$ cat src/rtl/decode_queue.sv
// Instruction decode queue: a small circular buffer of fetched {inst, pc} entries whose head is
// decoded combinationally into RV32I type code, register fields and sign-extended immediate.
module decode_queue #(
   parameter int unsigned DEPTH           = 4,
   parameter int unsigned PC_WIDTH        = 32,
   parameter int unsigned INST_TYPE_WIDTH = 6
) (
   input  logic                       clk_in,
   input  logic                       rst_n,
   input  logic                       flush_in,
   input  logic                       in_valid,
   output logic                       in_ready,
   input  logic [31:0]                in_inst,
   input  logic [PC_WIDTH-1:0]        in_pc,
   output logic                       out_valid,
   input  logic                       out_ready,
   output logic [INST_TYPE_WIDTH-1:0] order_type,
   output logic [4:0]                 order_rd,
   output logic [4:0]                 order_rs1,
   output logic [4:0]                 order_rs2,
   output logic [31:0]                order_imm,
   output logic [PC_WIDTH-1:0]        order_pc,
   output logic                       illegal
);

   localparam int unsigned PW = $clog2(DEPTH);
   localparam int unsigned CW = PW + 1;
   localparam logic [CW-1:0] FULL = CW'(DEPTH);

   // Codebase type codes: 0 is reserved for illegal, then LUI..AND in RV32I listing order.
   typedef enum logic [5:0] {
      TyIllegal, TyLui, TyAuipc, TyJal, TyJalr,
      TyBeq, TyBne, TyBlt, TyBge, TyBltu, TyBgeu,
      TyLb, TyLh, TyLw, TyLbu, TyLhu,
      TySb, TySh, TySw,
      TyAddi, TySlti, TySltiu, TyXori, TyOri, TyAndi, TySlli, TySrli, TySrai,
      TyAdd, TySub, TySll, TySlt, TySltu, TyXor, TySrl, TySra, TyOr, TyAnd
   } inst_type_e;

   logic [31:0]         inst_mem [DEPTH];
   logic [PC_WIDTH-1:0] pc_mem   [DEPTH];

   logic [PW-1:0] wr_ptr_q, rd_ptr_q;
   logic [CW-1:0] count_q;
   logic          push, pop;

   assign in_ready  = (count_q < FULL);
   assign out_valid = (count_q != '0);
   assign push      = in_valid && in_ready;
   assign pop       = out_valid && out_ready;

   always_ff @(posedge clk_in or negedge rst_n) begin
      if (!rst_n) begin
         wr_ptr_q <= '0;
         rd_ptr_q <= '0;
         count_q  <= '0;
      end else if (flush_in) begin
         wr_ptr_q <= '0;
         rd_ptr_q <= '0;
         count_q  <= '0;
      end else begin
         if (push) wr_ptr_q <= wr_ptr_q + 1'b1;
         if (pop)  rd_ptr_q <= rd_ptr_q + 1'b1;
         if (push && !pop)      count_q <= count_q + 1'b1;
         else if (pop && !push) count_q <= count_q - 1'b1;
      end
   end

   // Storage is intentionally not reset; count gates every use of it.
   always_ff @(posedge clk_in) begin
      if (push && !flush_in) begin
         inst_mem[wr_ptr_q] <= in_inst;
         pc_mem[wr_ptr_q]   <= in_pc;
      end
   end

   logic [31:0] inst;
   logic [6:0]  opcode;
   logic [2:0]  f3;
   logic [6:0]  f7;
   logic [31:0] imm_i, imm_s, imm_b, imm_u, imm_j, imm_sh;

   assign inst   = inst_mem[rd_ptr_q];
   assign opcode = inst[6:0];
   assign f3     = inst[14:12];
   assign f7     = inst[31:25];
   assign imm_i  = {{20{inst[31]}}, inst[31:20]};
   assign imm_s  = {{20{inst[31]}}, inst[31:25], inst[11:7]};
   assign imm_b  = {{19{inst[31]}}, inst[31], inst[7], inst[30:25], inst[11:8], 1'b0};
   assign imm_u  = {inst[31:12], 12'b0};
   assign imm_j  = {{11{inst[31]}}, inst[31], inst[19:12], inst[20], inst[30:21], 1'b0};
   assign imm_sh = {27'b0, inst[24:20]};

   inst_type_e  dec_type;
   logic [31:0] dec_imm;

   always_comb begin
      dec_type = TyIllegal;
      dec_imm  = '0;
      case (opcode)
         7'h37: begin dec_type = TyLui;   dec_imm = imm_u; end
         7'h17: begin dec_type = TyAuipc; dec_imm = imm_u; end
         7'h6f: begin dec_type = TyJal;   dec_imm = imm_j; end
         7'h67: begin
            if (f3 == 3'd0) dec_type = TyJalr;
            dec_imm = imm_i;
         end
         7'h03: begin
            case (f3)
               3'd0:    dec_type = TyLb;
               3'd1:    dec_type = TyLh;
               3'd2:    dec_type = TyLw;
               3'd4:    dec_type = TyLbu;
               3'd5:    dec_type = TyLhu;
               default: dec_type = TyIllegal;
            endcase
            dec_imm = imm_i;
         end
         7'h23: begin
            case (f3)
               3'd0:    dec_type = TySb;
               3'd1:    dec_type = TySh;
               3'd2:    dec_type = TySw;
               default: dec_type = TyIllegal;
            endcase
            dec_imm = imm_s;
         end
         7'h63: begin
            case (f3)
               3'd0:    dec_type = TyBeq;
               3'd1:    dec_type = TyBne;
               3'd4:    dec_type = TyBlt;
               3'd5:    dec_type = TyBge;
               3'd6:    dec_type = TyBltu;
               3'd7:    dec_type = TyBgeu;
               default: dec_type = TyIllegal;
            endcase
            dec_imm = imm_b;
         end
         7'h13: begin
            dec_imm = imm_i;
            case (f3)
               3'd0: dec_type = TyAddi;
               3'd2: dec_type = TySlti;
               3'd3: dec_type = TySltiu;
               3'd4: dec_type = TyXori;
               3'd6: dec_type = TyOri;
               3'd7: dec_type = TyAndi;
               3'd1: begin
                  if (f7 == 7'h00) dec_type = TySlli;
                  dec_imm = imm_sh;
               end
               default: begin
                  if (f7 == 7'h00)      dec_type = TySrli;
                  else if (f7 == 7'h20) dec_type = TySrai;
                  dec_imm = imm_sh;
               end
            endcase
         end
         7'h33: begin
            if (f7 == 7'h00) begin
               case (f3)
                  3'd0:    dec_type = TyAdd;
                  3'd1:    dec_type = TySll;
                  3'd2:    dec_type = TySlt;
                  3'd3:    dec_type = TySltu;
                  3'd4:    dec_type = TyXor;
                  3'd5:    dec_type = TySrl;
                  3'd6:    dec_type = TyOr;
                  default: dec_type = TyAnd;
               endcase
            end else if (f7 == 7'h20) begin
               if (f3 == 3'd0)      dec_type = TySub;
               else if (f3 == 3'd5) dec_type = TySra;
            end
         end
         default: dec_type = TyIllegal;
      endcase
      if (dec_type == TyIllegal) dec_imm = '0;
   end

   assign order_type = INST_TYPE_WIDTH'(dec_type);
   assign order_rd   = inst[11:7];
   assign order_rs1  = inst[19:15];
   assign order_rs2  = inst[24:20];
   assign order_imm  = dec_imm;
   assign order_pc   = pc_mem[rd_ptr_q];
   assign illegal    = out_valid && (dec_type == TyIllegal);

endmodule

$ cat config.mk
export PLATFORM = sky130hd
export DESIGN_NAME = decode_queue
export DESIGN_NICKNAME = d
export VERILOG_FILES = /design/src/rtl/decode_queue.sv
export SDC_FILE = /design/constraint.sdc
export NUM_CORES = 1
export LEC_CHECK = 0
export BUFFER_PORTS_ARGS = -buffer_cell sky130_fd_sc_hd__buf_2
export CORE_ASPECT_RATIO = 2
export CORE_MARGIN = 3
export CORE_UTILIZATION = 45
export CTS_CLUSTER_SIZE = 40
export DETAILED_ROUTE_END_ITERATION = 6
export GPL_ROUTABILITY_DRIVEN = 0
export PLACE_DENSITY = 0.74
export SLEW_MARGIN = 20
export SYNTH_ARGS = -nofsm -noshare
export SYNTH_HDL_FRONTEND = slang
export SYNTH_SLANG_ARGS = --single-unit
$ cat constraint.sdc
create_clock -name clk_in -period 2.92 [get_ports clk_in]
set_input_delay 0.146 -clock clk_in [delete_from_list [all_inputs] [get_ports clk_in]]
set_output_delay 0.146 -clock clk_in [all_outputs]
set_load 0.02 [all_outputs]
Yosys cells after proc, flatten, opt, wreduce, memory -nomap -nowiden
Memory sizes are Yosys's and may differ from the RTL's.
Cells that the tools add are included.
{"block": "totals", "output_inout_bits": 88, "n_memories": 2, "ram_bits": 256, "inputBits": 69, "ff_bits": 7}
{"block": "op_classes", "n_addsub": 4, "order_cmp": 1, "reduce_logical": 19, "n_eq_ne": 17, "muxes": 26}
{"memory": "inst_mem", "words": 4, "word_bits": 32, "rd": 1, "rd_ports_with_merged_regs": 0, "wr": 1, "line": "40", "text": "logic [31:0] inst_mem [DEPTH];"}
{"memory": "pc_mem", "words": 4, "word_bits": 32, "rd": 1, "rd_ports_with_merged_regs": 0, "wr": 1, "line": "41", "text": "logic [PC_WIDTH-1:0] pc_mem [DEPTH];"}
{"op": "$pmux W32 S6", "n": 1}
{"op": "$mux W32", "n": 2}
{"op": "$pmux W6 S9", "n": 1}
{"op": "$pmux W6 S7", "n": 1}
{"op": "$pmux W5 S7", "n": 1}
{"op": "$eq A7 B6 Y1 const B", "n": 4}
{"op": "$mux W6", "n": 4}
{"op": "$pmux W4 S6", "n": 1}
{"op": "$eq A7 B7 Y1 const B", "n": 3}
{"op": "$pmux W4 S5", "n": 1}
{"op": "$mux W5", "n": 3}
{"op": "$pmux W5 S3", "n": 1}
{"op": "$eq A7 B5 Y1 const B", "n": 2}
{"op": "$eq A3 B3 Y1 const B", "n": 4}
{"op": "$mux W3", "n": 4}
{"op": "$mux W2", "n": 4}
{"op": "$eq A7 B2 Y1 const B", "n": 1}
{"op": "$logic_not A7 Y1", "n": 1}
{"op": "$eq A3 B2 Y1 const B", "n": 2}
{"op": "$logic_and A1 B1 Y1", "n": 6}
{"op": "$logic_not A6 Y1", "n": 1}
{"op": "$reduce_bool A3 Y1", "n": 2}
{"op": "$reduce_or A6 Y1", "n": 1}
{"op": "$add A2 B1 Y2 const B", "n": 2}
{"op": "other kinds (9)", "n": 14}

Longest topological paths before layout
Gate-level depths: netlist (run 1).
An unclocked memory read counts as a cell.
{"block": "depth", "ltp_word": 9, "ltp_mapped": 12, "depth_no_buf": 8}

Worst setup path after synthesis (run 1)
OpenSTA, ideal clock, no wires.
{"block": "synth_path", "path_type": "register to output", "start": "register rd_ptr_q[0]", "end": "output order_imm[1]", "slack_ns": -0.248, "t_required_ns": 2.774, "path_stages_with_launch": 13, "arrival_time_ns": 3.022, "cell_sequence": "dfrtp_1 buf_6 buf_8 mux4_2 buf_4 buf_6 xnor2_2 a22o_1 a32oi_1 nand4_2 nor4_4 buf_6 a21oi_1"}
{"block": "synth_between", "elab_chain_cells": 9, "elab_cells_between_ends": 40, "classes_between": "eq/ne (17); mux (17); reduce/logical (5); memory (1)"}
{"item": "from (decl)", "line": "43", "text": "logic [PW-1:0] wr_ptr_q, rd_ptr_q;"}
{"item": "from (signal assigned)", "line": "63", "text": "if (pop) rd_ptr_q <= rd_ptr_q + 1'b1;"}
{"item": "$mem_v2 Z4 W32 *"}
{"item": "parallel branches: the longest is 5 deep, another holds $eq A7 B6 Y1"}
{"item": "$pmux W6 S9 *", "line": "100", "text": "case (opcode)"}
{"item": "via order_type[0]", "line": "17", "text": "output logic [INST_TYPE_WIDTH-1:0] order_type,"}
{"item": "$logic_not A6 Y1 *", "line": "179", "text": "if (dec_type == TyIllegal) dec_imm = '0;"}
{"item": "$mux W32 *", "line": "179"}
{"item": "to (decl)", "line": "21", "text": "output logic [31:0] order_imm,"}
Mark *: on every way through the listed nets, which the timed path passes.

Worst setup path after layout (run 1)
{"block": "layout_path", "start": "register rd_ptr_q[0]", "end": "output order_imm[16]"}
{"block": "layout_between", "elab_chain_cells": 9, "elab_cells_between_ends": 41, "classes_between": "eq/ne (17); mux (17); reduce/logical (6); memory (1)"}
{"item": "$mem_v2 Z4 W32 *"}
{"item": "parallel branches: the longest is 7 deep, another holds $pmux W6 S9"}
{"item": "$mux W32 *", "line": "179"}
Every way passes the cells marked *.

==> metrics.cfg, run 1 <==
[cells_and_area]
fill_cells=1598
drive_gt1_share_pct=49.52
fin_cells=1234
layout.nets=1004
syn_to_final_growth_pct=37.96

[pwr]
power.leakage_nw=5.284
ir_drop_v=0.0006217
p_per_area_mw_per_mm2=776.4

[worst_setup_path]
required_ns=2.77
start_kind=register
r2r_slack_ns=0.89
reg2reg_to=pc_mem[1][5]
cpMostUsedCell=buf_6
path_class=register to output port
worstSetupStartpoint=rd_ptr_q[0]
r2r_cells=5
slowest_delay_ns=0.52
crit_path_end=order_imm[16]
crit_chain=buf_6 > buf_4 > mux4_2 > nor2_2 > buf_4 > nand3_2 > a211o_1 > o211ai_1 > nor4_4 > buf_6 > buf_8 > a21oi_2 > buf_6
worst_ep_arrival_time_ns=3.72
cpMaxStageDelayCell=dfrtp_4
cp_max_fo=7
r2r_start=count_q[2]
cp-end-kind=output port

[clock_network]
cts.clk_slew.worst_paths_ns=0.07
htree_levels=1
clk_latency_ns=0.52
clockBufferDepth=3
cts_sinks=263
cts_root_buffer=clkbuf_16
cts_made_buffers=21
cts_tree=built

[floorplanning]
io_pins=157
dieWidth_um=116.2
start_util_pct=45.70
die-area_mm2=0.02631
core_area_mm2=0.02392
std_cell_rows=80
die_h_um=226.4

[yosys]
ys_seq_area_share_pct=71.92
muxShareOfSynthArea_pct=13.29
yosysTopAreaCell=edfxtp_1
synth_compound_area_share_pct=5.745
ys_top_cells_by_area=edfxtp_1 (70%), mux4_2 (13%), a21oi_1 (2.6%)
synthFlopType=edfxtp_1
synth.top_cell.area_share_pct=70.31
async_reset_ff_share_pct=2.662
synthDistinctLibCells=56
syn_area_mm2=0.01093
synth_most_common_cell=edfxtp_1
synthXorXnorAreaFrac_pct=0.6294
ys_warn_count=0
syn_nets=663
synth_top_family_by_area=multiplexers
ys_ff_latch=263
syn_inst=589
syn_area_per_cell_um2=18.56
synth-simple-area-share_pct=5.104
synth_edf_count=256
synth-adder-area-share_pct=0.6409
synth_common_cells=edfxtp_1 (256), mux4_2 (61), a21oi_1 (57), nand2_1 (22), nor2_1 (21)

[global_route]
grt-ovfl-total=0
grt_pass1_vias=7287
grt_antenna_before_repair=2
grt_max_degree=48
grt_usage_pct=19.45
grt_pass1_wl_um=38780

[sta]
grt_setup_unrepaired=yes
worst_slack_ns=-0.9486
clock.fmax_ghz=0.2585
slew_viol_final=0
fin_crit_ns=3.869
worstMarginPinSlew_ns=0.6775
hold_viol=0
fin_crit_sh_pct=132.5
finalSetupViolCount=39
hold_ws_ns=0.3747
fin_skew_ns=0.03495
max_slew_margin_pct=54.74

[placement]
io_buffers=156
dp_cells=1092
dp_hpwl_um=16510

[worst_hold_path]
hp-start=in_pc[22]
hp-class=input pin to register

[detailed_routing]
drt_iter0_markers=394
viasPerCell=5.586
via_count=6893
post_drt_wl_per_cell_um=21.66
wirelength_um=26730
post-route-drc-count=0
drt-pass1-iter-count=4
final_antenna_net_count=0

[status]
status=complete, but fails checks
violations=setup timing

[job]
cap_violations=0

==> area by class of cell <==
| cell class | count | area, um^2 | area share [%] |
|---|---|---|---|
| flip-flops and latches | 263 | 7868 | 52.16 |
| multi-input cells | 279 | 3247 | 21.53 |
| repair buffers | 352 | 2890 | 19.16 |
| clock buffers | 24 | 556.8 | 3.691 |
| well taps | 287 | 359.1 | 2.381 |
| clock inverters | 14 | 108.9 | 0.7217 |
| inverters | 13 | 48.80 | 0.3235 |
| diodes | 2 | 5.005 | 0.03318 |
==> sequential cells by signal, indices dropped and copies added, names as in the netlist <==
| register | cells |
|---|---|
| count_q | 3 |
| inst_mem | 128 |
| wr_ptr_q | 2 |
| rd_ptr_q | 2 |
| pc_mem | 128 |
==> cells in the final DEF, fill, tap and decap left out, types with 3 or more instances in the layout <==
| master | n |
|---|---|
| clkinv_2 | 5 |
| buf_2 | 118 |
| nand3_2 | 4 |
| clkinvlp_4 | 5 |
| buf_12 | 11 |
| ha_1 | 4 |
| buf_8 | 3 |
| nor4_4 | 6 |
| xnor2_1 | 4 |
| nand2_1 | 20 |
| inv_1 | 11 |
| a211oi_2 | 3 |
| dfrtp_1 | 5 |
| buf_6 | 46 |
| a21oi_1 | 28 |
| or2_4 | 3 |
| buf_4 | 103 |
| a211o_1 | 3 |
| nor2_1 | 17 |
| clkbuf_16 | 22 |
| o21ai_1 | 5 |
| dlygate4sd3_1 | 69 |
| edfxtp_1 | 256 |
| and2_1 | 6 |
| nor2b_1 | 4 |
| a22oi_1 | 6 |
| and2_4 | 5 |
| a21oi_4 | 14 |
| o21ai_0 | 4 |
| mux4_2 | 63 |
| a21oi_2 | 20 |
| a211oi_1 | 3 |
| nor2_2 | 3 |
| nand3_1 | 3 |
| nand2b_1 | 5 |
==> power breakdown <==
part           switching [mW]  internal (mW)  leakage [nW]
Clock                    1.24           1.47         0.316
Sequential             0.0895           4.40          2.41
Combinational            2.44           2.06          2.55
==> critical path, delay by kind of cell, from the launching register on <==
family | cells | cell delay, ns
and+or+nand+nor | 3 | 0.55
DFF | 1 | 0.52
muxes | 1 | 0.52
AOI/OAI and AO/OA | 3 | 0.65
buffers and inverters | 6 | 0.95
==> routing by layer <==
layer / track usage (%) / wire length, um / part of all wire, % / vias to the layer above
li1: - / - / - / 3078
met2: 36.71 / 15150 / 57 / 246
met4: 9.517 / 1326 / 5.0 / 0
met5: 0 / 0 / 0 / -
met3: 2.644 / 1153 / 4.3 / 83
met1: 20.67 / 9094 / 34 / 3486
==> what timing repair did <==
action,4_1_cts,5_1_grt
pin swaps,9,16
hold buffers,69,0
endpoints found under the hold margin,270,0
endpoints found under the setup margin,39,39
gates cloned,1,1
setup buffers,20,14
resized for setup,93,91
==> worst min path at each step <==
| stage | to | slack [ns] | depth (start not counted) |
|---|---|---|---|
| after CTS | pc_mem[2][20] | 0.34 | 2 |
| after global placement | count_q[0] | 0.007 | 1 |
| final | pc_mem[3][22] | 0.37 | 2 |
| after global routing | pc_mem[0][17] | 0.37 | 2 |
| after detailed placement | count_q[2] | 0.006 | 1 |
| after floorplan | count_q[0] | -0.15 | 0 |
==> per-stage QoR <==
stage	worst slack [ns]	total power [mW]	instance area (um^2)	setup TNS, ns	util [%]
after floorplan	-0.2359	6.890	10990	-6.693	-
after global placement	-0.2958	8.191	12710	-8.651	53.14
after detailed placement	-0.3558	8.235	12710	-10.32	53.14
after CTS	-0.7598	11.41	14560	-26.33	60.86
after global routing	-1.014	12.23	15080	-35.15	63.05
final	-0.9486	11.71	15080	-32.24	63.05
==> cell families (layout without fill, tap and decap cells) <==
kind of cell / Yosys count / after routing
mux: 64 / 64
xor+xnor: 7 / 7
flops: 263 / 263
other cells: 0 / 2
simple gates: 101 / 101
compound gates: 102 / 102
fa+ha+maj: 5 / 5
buf+inv: 47 / 403
Note: power is estimated with default switching activity, not from simulation.
==> run 2: changes to the inputs <==
PLACE_DENSITY = 0.71   (was 0.74)
clock period = 3.7 ns   (was 2.92 ns; I/O delays follow)
==> metrics.cfg, run 2 (synthesized netlist as in run 1, its figures left out) <==
[status]
status=complete, but fails checks
violations=setup timing

[worst_setup_path]
required_ns=3.51  ; +0.74 ns
path_class=register to output port
worst_ep_arrival_time_ns=3.68  ; -0.04 ns
worstSetupStartpoint=rd_ptr_q[0]
cp-end-kind=output port
cp_max_fo=17  ; +10
r2r_start=count_q[2]
start_kind=register

[cells_and_area]
layout_commonest_cell=edfxtp_1
layout.nets=954  ; -5.0%
syn_to_final_growth_pct=32.66
drive_gt1_share_pct=43.72  ; -5.8 points
final_cell_mix=edfxtp_1 (256), buf_2 (123), buf_4 (70)
reg_top3=inst_mem x128, pc_mem x128, count_q x3
final_util_pct=60.63  ; -2.4 points

[pwr]
ir_drop_v=0.0004765  ; -23%
p_per_area_mw_per_mm2=625.3  ; -19%
power.leakage_nw=5.042  ; -4.6%

[floorplanning]
start_util_pct=45.70  ; unchanged
std_cell_rows=80  ; unchanged
core_area_mm2=0.02392  ; unchanged
io_pins=157  ; unchanged
die_h_um=226.4  ; unchanged
dieWidth_um=116.2  ; unchanged
die-area_mm2=0.02631  ; unchanged

[global_route]
grt_usage_pct=19.93  ; +0.48 points
grt_pass1_vias=7085  ; -2.8%
grt_pass1_wl_um=39650  ; +2.3%
grt_max_degree=65  ; +35%
grt_antenna_before_repair=1  ; -1
grt-ovfl-total=0  ; unchanged

[detailed_routing]
wirelength_um=26560  ; -0.61%
post_drt_wl_per_cell_um=22.51  ; +3.9%
drt-pass1-iter-count=6  ; +2
viasPerCell=5.682  ; +1.7%
via_count=6705  ; -2.7%
final_antenna_net_count=0  ; unchanged
drt_iter0_markers=418  ; +6.1%
post-route-drc-count=0  ; unchanged

[placement]
io_buffers=156  ; unchanged
dp_hpwl_um=15230  ; -7.7%

[sta]
finalSetupTns_ns=-2.625  ; +29.62 ns
hold_viol=0  ; unchanged
worst_slack_ns=-0.1656  ; +0.7830 ns
slew_viol_final=0  ; unchanged
fin_crit_ns=3.866
fin_crit_sh_pct=104.5
finalSetupViolCount=33  ; -15%
clock.fmax_ghz=0.2587
grt_setup_unrepaired=yes
worstMarginPinSlew_ns=1.025  ; +0.3476 ns
fin_skew_ns=0.006968  ; -0.02798 ns
max_slew_margin_pct=31.66  ; -23 points

[clock_network]
cts_root_buffer=clkbuf_16
cts_tree=built
clk_latency_ns=0.51  ; about the same
cts.clk_slew.worst_paths_ns=0.07  ; about the same
htree_levels=1  ; unchanged
clockBufferDepth=3  ; unchanged
cts_made_buffers=22  ; +4.8%
cts_sinks=263  ; unchanged

[job]
cap_violations=0  ; unchanged

[worst_hold_path]
hp-class=input pin to asynchronous set/reset pin

==> run 2: critical path, stage by stage (launching register included) <==
cell     delay, ns
dfrtp_4       0.52
buf_12        0.16
buf_8         0.13
mux4_2        0.51
or2_4         0.30
or3_4         0.36
nor4_4        0.31
nor4_4        0.09
and3_4        0.23
buf_12        0.17
a21oi_1       0.20
buf_4         0.18
==> run 2: what timing repair did <==
action / in CTS / in global routing
endpoints found under the hold margin: 270 / 0
cloned: 4 / 3
endpoints found under the setup margin: 34 / 33
buffers inserted: 41 / 16
pin swaps: 25 / 10
resized for setup: 100 / 51
hold buffers: 67 / 0
==> run 2: final cells by class <==
type                       instances  area, um^2
timing repair buffer             300        2387
tap                              287       359.1
inverter                          13       48.80
antenna                            1       2.502
multi-input combinational        280        3152
sequential                       263        7870
fill                            1691        9419
clock buffer                      28       594.3
clock inverter                     8       90.09
==> run 2: per-layer routing <==
| metal | track usage, % | routed length [um] | vias up | share of wire [%] |
|---|---|---|---|---|
| met2 | 36.63 | 14840 | 282 | 56 |
| li1 | - | - | 2974 | - |
| met1 | 22.14 | 9115 | 3362 | 34 |
| met3 | 2.858 | 1231 | 87 | 4.6 |
| met5 | 0 | 0 | - | 0 |
| met4 | 9.592 | 1378 | 0 | 5.2 |
==> run 2: where the power goes <==
group	switching, mW	leakage (nW)	internal [mW]
registers	0.0655	2.41	3.48
logic	1.84	2.30	1.45
clock network	0.960	0.334	1.27
total	2.87	5.04	6.20
==> run 2: path summary, 6_finish.rpt <==
kind | end | slack, ns | depth (start not counted)
setup / recovery | order_imm[0] | -0.17 | 11
hold / removal | count_q[0] | 0.05 | 2
setup reg to reg | pc_mem[1][3] | 1.56 | 4
hold reg to reg | count_q[0] | 0.55 | 2
max in group asynchronous | rd_ptr_q[0] | 3.45 | 2
min in group clk_in | count_q[2] | 0.06 | 4
==> run 2: per-stage QoR <==
step | power, mW | worst slack, ns | hold slack (ns) | instance area, um^2 | std cells
2_1_floorplan | 5.411 | 0.4927 | -0.1106 | 10930 | 589
6_report | 9.070 | -0.1656 | 0.05454 | 14500 | 1180
3_5_place_dp | 6.071 | 0.07410 | 0.03804 | 12010 | 1014
3_3_place_gp | 6.060 | 0.1099 | 0.03841 | 12010 | 1014
4_1_cts | 8.930 | -0.09315 | 0.02657 | 14140 | 1162
5_1_grt | 9.457 | -0.2994 | 0.05320 | 14500 | 1180
==> run 3: changes to the inputs <==
CORE_UTILIZATION = 53   (was 45)
PLACE_DENSITY = 0.81   (was 0.71)
==> metrics.cfg, run 3 (synthesized netlist as in run 1, its figures left out) <==
[detailed_routing]
drt-pass1-iter-count=7  ; +1
via_count=6964  ; +3.9%
post-route-drc-count=2  ; +2
drt_iter0_markers=849  ; +100%
wirelength_um=28030  ; +5.5%
final_antenna_net_count=0  ; unchanged
viasPerCell=6.093  ; +7.2%
post_drt_wl_per_cell_um=24.52  ; +8.9%

[sta]
fin_crit_ns=4.122  ; +0.2561 ns
fin_crit_sh_pct=111.4  ; +6.9 points
grt_setup_unrepaired=yes
max_slew_margin_pct=34.30  ; +2.6 points
hold_viol=0  ; unchanged
worst_slack_ns=-0.4217  ; -0.2561 ns
worstMarginPinSlew_ns=0.9855  ; -0.03961 ns
finalSetupTns_ns=-8.759  ; -6.134 ns
slew_viol_final=0  ; unchanged
finalSetupViolCount=33  ; unchanged
clock.fmax_ghz=0.2426  ; -6.2%
fin_skew_ns=0.01031  ; +0.003339 ns

[floorplanning]
io_pins=157  ; unchanged
die_h_um=209.1  ; -7.6%
dieWidth_um=107.6  ; -7.4%
core_area_mm2=0.02009  ; -16%
start_util_pct=54.41  ; +8.7 points
std_cell_rows=73  ; -8.8%
die-area_mm2=0.02249  ; -15%

[cells_and_area]
drive_gt1_share_pct=43.12  ; -0.60 points
layout.nets=939  ; -1.6%
multi_input_area_mm2=0.003182  ; +0.95%
fill_cells=1190  ; -30%
reg_top3=inst_mem x128, pc_mem x128, count_q x3
layout_commonest_cell=edfxtp_1
regArea_mm2=0.007870  ; unchanged
syn_to_final_growth_pct=31.59
final_cell_mix=edfxtp_1 (256), buf_2 (127), dlygate4sd3_1 (67)
final_util_pct=71.59  ; +11 points

[worst_hold_path]
hp-class=input pin to asynchronous set/reset pin

[worst_setup_path]
path_class=register to output port
required_ns=3.51  ; about the same
r2r_start=count_q[2]
slowest_delay_ns=0.58  ; +0.06 ns
r2r_cells=4  ; unchanged
cp_max_fo=7  ; -10
worst_ep_arrival_time_ns=3.94  ; +0.26 ns
crit_chain=buf_12 > mux4_2 > nor4_4 > buf_4 > nand3_2 > a211o_1 > o211ai_1 > buf_4 > nor4_4 > buf_6 > buf_12 > a21oi_1 > buf_4
critPathBufInv=6  ; +2
cp-end-kind=output port
r2r_slack_ns=1.57  ; about the same
reg2reg_to=pc_mem[0][10]
cpMaxStageDelayCell=mux4_2
cpMostUsedCell=buf_4
path_delay_family=buffers and inverters
start_kind=register

[clock_network]
cts_made_buffers=22  ; unchanged
clk_latency_ns=0.50  ; about the same
htree_levels=1  ; unchanged
clockBufferDepth=3  ; unchanged
cts_root_buffer=clkbuf_16
cts_tree=built
cts.clk_slew.worst_paths_ns=0.07  ; about the same
cts_sinks=263  ; unchanged

[placement]
dp_hpwl_um=14910  ; -2.1%
io_buffers=156  ; unchanged
pre_cts_ws_ns=0.1108  ; +0.03670 ns

[global_route]
grt_usage_pct=21.86  ; +1.9 points
grt-ovfl-total=0  ; unchanged
grt_pass1_wl_um=37890  ; -4.4%
grt_pass1_vias=6937  ; -2.1%
grt_antenna_before_repair=2  ; +1
grt_max_degree=65  ; unchanged

[status]
violations=DRC, setup timing
status=complete, but fails checks

[pwr]
power.total_mw=9.208  ; +1.5%
power.leakage_nw=4.959  ; -1.6%
ir_drop_v=0.0004051  ; -15%
p_per_area_mw_per_mm2=640.0  ; +2.4%

[job]
cap_violations=0  ; unchanged

[run 3: cell types whose count changed in the layout (fill, tap and decap cells not counted), sizes merged]
cell | previous run | this run
diode | 1 | 2
clkinv | 6 | 10
bufinv | 2 | 3
mux4 | 65 | 66
clkbuf | 30 | 31
buf | 231 | 211
[run 3: repair_timing]
action                                  in CTS  in global routing
cloned                                       0                  9
pin swaps                                    3                 39
gates resized for setup                     14                114
hold buffers                                67                  0
hold endpoints to repair                   270                  0
endpoints found under the setup margin      33                 33
setup buffers                               10                 31
[run 3: cell type report]
class | instances | area share [%]
Clock buffer | 25 | 3.905
Sequential cell | 263 | 54.71
Tap cell | 262 | 2.279
Antenna cell | 2 | 0.03479
Multi-Input combinational cell | 281 | 22.12
Inverter | 13 | 0.3392
Timing Repair Buffer | 284 | 15.48
Clock inverter | 13 | 1.139
[run 3: worst reg2reg max path: cells and delay by family (launching register included)]
family / cells / cell delay (ns)
AND/OR/NAND/NOR: 3 / 1.16
flip-flops: 1 / 0.41
buffers and inverters: 1 / 0.13
[run 3: how the worst max path moves through the flow]
stage                startpoint             to  slack (ns)  cells past startpoint
detailed placement  rd_ptr_q[0]   order_imm[4]        0.11                      9
global placement    rd_ptr_q[0]        illegal        0.30                     10
floorplan           rd_ptr_q[0]   order_imm[1]        0.49                     12
CTS                 rd_ptr_q[0]        illegal       -0.03                     11
finish              rd_ptr_q[0]  order_imm[11]       -0.42                     13
global route        rd_ptr_q[0]  order_imm[11]       -0.65                     13
[run 3: per-layer routing]
layer / routed length [um] / global-route usage [%] / vias up
met1: 9156 / 24.95 / 3489
met4: 1523 / 7.541 / 0
met3: 1526 / 2.597 / 123
met5: 0 / 0 / -
met2: 15820 / 41.38 / 400
li1: - / - / 2952
[run 3: power by group]
group | internal [mW] | switching, mW | total (mW)
registers | 3.48 | 0.0904 | 3.57
clock network | 1.31 | 0.998 | 2.31
logic | 1.47 | 1.86 | 3.32
total | 6.26 | 2.95 | 9.21
[run 3: through the flow]
stage                     hold WS [ns]  area, um^2  instances
after CTS                      0.05271       13450       1101
after global routing           0.06715       14390       1143
after floorplan                -0.1106       10930        589
after global placement         0.02365       11920        986
after detailed placement       0.03175       11920        986
final                          0.06583       14390       1143
